<file path="src/rtl/seq_detect_pkg.sv">
// Shared definitions for the programmable sequence detector: FSM encoding,
// default sizing and the configuration length clamp.
package seq_detect_pkg;

  localparam int DEF_MAX_LEN = 8;
  localparam int DEF_CNT_W   = 16;

  typedef enum logic [1:0] {
    ST_UNARMED = 2'd0,
    ST_FILL    = 2'd1,
    ST_HUNT    = 2'd2
  } state_t;

  function automatic int clamp_len(input int len, input int max_len);
    return (len > max_len) ? max_len : len;
  endfunction

endpackage

</file>
<file path="src/rtl/seq_detect_prog_sat_counter.sv">
// Saturating up-counter with synchronous clear; clear has priority over inc.
module sat_counter #(
  parameter int W = 16
) (
  input  logic         clock,
  input  logic         reset,
  input  logic         i_inc,
  input  logic         i_clear,
  output logic [W-1:0] o_count
);

  logic [W-1:0] r_count;

  always_ff @(posedge clock or posedge reset) begin
    if (reset) begin
      r_count <= '0;
    end else if (i_clear) begin
      r_count <= '0;
    end else if (i_inc && (r_count != {W{1'b1}})) begin
      r_count <= r_count + W'(1);
    end
  end

  assign o_count = r_count;

endmodule

</file>
<file path="src/rtl/seq_detect_prog.sv">
// Programmable Moore serial sequence detector with runtime-loadable pattern,
// overlap control, sample qualifier and saturating detection count.
//
//   state      | meaning
//   ST_UNARMED | stored length is 0, samples ignored
//   ST_FILL    | fewer than len valid samples since load/last non-overlap hit
//   ST_HUNT    | window full, every valid sample is compared
module seq_detect_prog
  import seq_detect_pkg::*;
#(
  parameter  int MAX_LEN = DEF_MAX_LEN,
  parameter  int CNT_W   = DEF_CNT_W,
  localparam int LEN_W   = $clog2(MAX_LEN + 1)
) (
  input  logic               clock,
  input  logic               reset,
  input  logic               seq_in,
  input  logic               seq_valid,
  input  logic               cfg_load,
  input  logic [MAX_LEN-1:0] cfg_pattern,
  input  logic [LEN_W-1:0]   cfg_len,
  input  logic               cfg_overlap,
  output logic               det_o,
  output logic [CNT_W-1:0]   det_count,
  output logic               armed_o
);

  logic [MAX_LEN-1:0] r_pat;
  logic [LEN_W-1:0]   r_len;
  logic               r_ovl;
  logic [MAX_LEN-1:0] r_hist;
  logic [LEN_W-1:0]   r_fill;
  state_t             r_state;
  logic               r_det;

  logic [LEN_W-1:0]   w_len_clamp;
  logic [MAX_LEN-1:0] w_mask;
  logic [MAX_LEN-1:0] w_cand;
  logic [LEN_W:0]     w_fill_inc;
  logic               w_full;
  logic               w_sample;
  logic               w_match;

  assign w_len_clamp = LEN_W'(clamp_len(int'(cfg_len), MAX_LEN));

  always_comb begin
    w_mask = '0;
    for (int i = 0; i < MAX_LEN; i++) begin
      w_mask[i] = (i < int'(r_len));
    end
  end

  assign w_cand     = {r_hist[MAX_LEN-2:0], seq_in};
  assign w_fill_inc = {1'b0, r_fill} + (LEN_W + 1)'(1);
  assign w_full     = (w_fill_inc >= {1'b0, r_len});
  // A load on the same edge takes priority, so the sample is dropped.
  assign w_sample   = seq_valid && !cfg_load && (r_state != ST_UNARMED);
  assign w_match    = w_sample && w_full && (((w_cand ^ r_pat) & w_mask) == '0);

  always_ff @(posedge clock or posedge reset) begin
    if (reset) begin
      r_pat   <= '0;
      r_len   <= '0;
      r_ovl   <= 1'b0;
      r_hist  <= '0;
      r_fill  <= '0;
      r_state <= ST_UNARMED;
      r_det   <= 1'b0;
    end else if (cfg_load) begin
      r_pat   <= cfg_pattern;
      r_len   <= w_len_clamp;
      r_ovl   <= cfg_overlap;
      r_hist  <= '0;
      r_fill  <= '0;
      r_det   <= 1'b0;
      r_state <= (w_len_clamp == '0) ? ST_UNARMED : ST_FILL;
    end else begin
      r_det <= w_match;
      if (w_sample) begin
        r_hist <= w_cand;
        if (w_match && !r_ovl) begin
          r_fill  <= '0;
          r_state <= ST_FILL;
        end else if (r_state == ST_FILL) begin
          r_fill <= w_fill_inc[LEN_W-1:0];
          if (w_full) begin
            r_state <= ST_HUNT;
          end
        end
      end
    end
  end

  sat_counter #(
    .W(CNT_W)
  ) u_cnt (
    .clock   (clock),
    .reset   (reset),
    .i_inc   (w_match),
    .i_clear (cfg_load),
    .o_count (det_count)
  );

  assign det_o   = r_det;
  assign armed_o = (r_len != '0);

endmodule

</file>
<file path="config.mk">
export PLATFORM = sky130hd
export DESIGN_NAME = seq_detect_prog
export DESIGN_NICKNAME = d
export VERILOG_FILES = /design/src/rtl/seq_detect_pkg.sv /design/src/rtl/seq_detect_prog_sat_counter.sv /design/src/rtl/seq_detect_prog.sv
export SDC_FILE = /design/constraint.sdc
export NUM_CORES = 1
export LEC_CHECK = 0
export CAP_MARGIN = 20
export CORE_UTILIZATION = 39
export CTS_CLUSTER_SIZE = 14
export DETAILED_ROUTE_END_ITERATION = 10
export SLEW_MARGIN = 0
export SYNTH_ARGS = -nofsm -noshare
export SYNTH_HDL_FRONTEND = slang
export SYNTH_SLANG_ARGS = --single-unit
</file>
<file path="constraint.sdc">
create_clock -name clock -period 3.7 [get_ports clock]
set_clock_uncertainty 0.05 [all_clocks]
set_input_delay 0.555 -clock clock [delete_from_list [all_inputs] [get_ports clock]]
set_output_delay 0.555 -clock clock [all_outputs]
set_load 0.05 [all_outputs]
</file>
==> results.json <==
{
  "cap_violations": 0,
  "synth_most_common_cell": "dfrtp_1",
  "rsz0062_at_grt": "false",
  "antenna_found_initial": 0,
  "finalHoldViolCount": 0,
  "drive_gt1_share_pct": 10.7,
  "fin_crit_ps": 3010,
  "synth_edf_count": 0,
  "grt_util_all_layers_pct": 17.7,
  "drc": 0,
  "gr-total-overflow": 0,
  "dpl.cell_count": 335,
  "initial_core_util_pct": 41.5,
  "wl_met3_um": 180,
  "status": "complete, no violations",
  "h-tree-depth": 2,
  "cts_buffers": 5,
  "antenna-diode-count": 0,
  "die_h_um": 79.4,
  "fin_crit_sh_pct": 81.4,
  "synth_seq_cells": 43,
  "vias": 1869,
  "drtAntennaViolNets": 0,
  "routed.top_layer": "met4",
  "required_ps": 3840,
  "stdcell_area_sq_mm": 0.00285,
  "drt-initial-drc-count": 142,
  "nets": 294,
  "clock_latency_ps": 300,
  "drt-met1-wl_um": 2450,
  "leakage_nw": 1.21,
  "io_pins": 36,
  "grt_max_degree": 53,
  "end_kind": "register",
  "ir_worst_vdd_mv": 0.193,
  "core_sq_mm": 0.00564,
  "grt_pass1_wl_um": 8530,
  "first_global_vias": 1752,
  "worstHoldPathType": "reg2reg",
  "hp-start": "r_ovl$_DFFE_PP0P_",
  "routed_wl_um": 4950,
  "async_reset_ff_share_pct": 100,
  "cts_tree": "built",
  "crit_start": "r_len[3]$_DFFE_PP0P_",
  "clk_pin_slew_ps": 90,
  "cts_setup_buffers": 0,
  "synth_top_area_share_pct": 46.0,
  "dpl.hpwl_um": 3500,
  "syn-num-nets": 257,
  "synthTopCellsByCount": "dfrtp_1 (43), nor2_1 (20), a21oi_1 (13), o21ai_0 (13), nand2_1 (12)",
  "cts-root-buf": "clkbuf_8",
  "die_w_um": 79.4,
  "cts_buffer_depth": 2,
  "r2r_start": "r_len[3]$_DFFE_PP0P_",
  "clock-sinks": 43,
  "setup_viol": 0,
  "worst_ep_arrival_time_ps": 3150,
  "place_area_sq_mm": 0.00276,
  "drv_slew": 0,
  "power.density_mw_per_mm2": 341,
  "setup-tns-final_ps": 0,
  "ys_dominant_reg_cell": "dfrtp_1",
  "criticalPathCategory": "reg2reg",
  "cts_resized": 0,
  "max_freq_mhz": 332,
  "port_buffers": 35,
  "synth_area_per_cell_sq_um": 10.0,
  "yosysUniqueCellTypes": 48,
  "synthCells": 233,
  "maxSlewHeadroom_pct": 40.4,
  "place.gp.congestion": 0.761,
  "wl_per_cell_um": 14.4,
  "met2WireLength_um": 2260,
  "yosysWarnings": 0,
  "worstMarginPinSlew_ps": 888,
  "dieArea_sq_mm": 0.00631,
  "synth_top_area_cell": "dfrtp_1",
  "crit_fanout": 20,
  "area_growth_pct": 21.7,
  "syn_area_sq_mm": 0.00234,
  "regArea_sq_mm": 0.00108,
  "final-instance-count-excl-fill": 343,
  "synth-seq-area-share_pct": 46.0,
  "multi_input_area_sq_mm": 0.00118,
  "fillers": 534,
  "synth_area_leaders": "dfrtp_1 (46%), mux2_2 (4.3%), mux2i_1 (3.4%)",
  "first_pass_iters": 7,
  "cp-start-kind": "register",
  "via_per_inst": 5.45,
  "cts_hold_buf": 0,
  "row_count": 27
}
==> flip-flops by register name, summed over array words and instances, names as in the netlist <==
signal	cells
r_state	2
det_o	1
r_len	4
r_hist	7
r_ovl	1
u_cnt.o_count	16
r_fill	4
r_pat	8
==> cell type report <==
cell class | count | area share (%)
Tap cell | 72 | 3.17
Inverter | 8 | 1.06
Timing Repair Buffer | 40 | 13.5
Clock inverter | 1 | 0.176
Multi-Input combinational cell | 172 | 41.6
Clock buffer | 7 | 2.68
Sequential cell | 43 | 37.8
==> cells in the final DEF (no fill, tap or decap), types with 6 or more instances in the layout <==
cell / synthesis / final
o21ai_0: 13 / 13
clkdlybuf4s50_1: 0 / 34
mux2_2: 9 / 9
nand3_1: 6 / 6
nor2_1: 20 / 20
dfrtp_1: 43 / 43
mux2i_1: 8 / 8
a21oi_1: 13 / 13
ha_1: 6 / 6
inv_1: 7 / 6
xor2_1: 9 / 9
or3_1: 9 / 9
nand2_1: 12 / 12
nand4_1: 6 / 6
==> power by group <==
part           internal, mW  switching [mW]
registers             0.492          0.0253
clock network         0.133           0.167
logic                0.0731          0.0797
==> path summary, 6_finish.rpt <==
kind / endpoint / slack (ps) / cells after the start
min in group asynchronous: r_hist[5]$_DFFE_PP0P_ / 600 / 2
worst min-delay path: r_ovl$_DFFE_PP0P_ / 470 / 1
max in group asynchronous: u_cnt.o_count[4]$_DFFE_PP0P_ / 2260 / 3
worst max register to register: u_cnt.o_count[5]$_DFFE_PP0P_ / 690 / 6
worst min register to register: r_ovl$_DFFE_PP0P_ / 470 / 1
worst max-delay path: u_cnt.o_count[5]$_DFFE_PP0P_ / 690 / 6
==> kinds of logic (layout without fill, tap and decap cells) <==
family	Yosys count	count (layout)	share of synthesized area (%)
AO/OA/AOI/OAI	45	45	11.9
XOR/XNOR	13	13	4.87
adder cells (fa/ha/maj)	6	6	3.21
buffers and inverters	18	56	3.32
flip-flops	43	43	46.0
multiplexers	21	21	9.68
AND/OR/NAND/NOR	87	87	21.0
==> critical path, stage by stage (launching register included) <==
cell      delay, ps
dfrtp_1         450
or4_4           560
a222oi_1        490
or4b_1          490
buf_4           210
nor4_1          300
mux2_1          360
==> stage by stage <==
step	util, %	hold WS (ps)	power, mW	setup WS (ps)
after detailed placement	49.0	454	0.681	419
after global placement	49.0	443	0.678	482
after global routing	50.4	504	1.02	536
final	50.4	471	0.970	689
after CTS	50.4	472	0.977	702
after floorplan	-	431	0.629	817
==> routing by layer <==
| metal | vias up | global-route usage [%] |
|---|---|---|
| met1 | 911 | 24.3 |
| met5 | - | 0 |
| li1 | 922 | - |
| met3 | 5 | 4.23 |
| met2 | 31 | 27.0 |
| met4 | 0 | 6.00 |
Power figures use the tool's default switching activity.
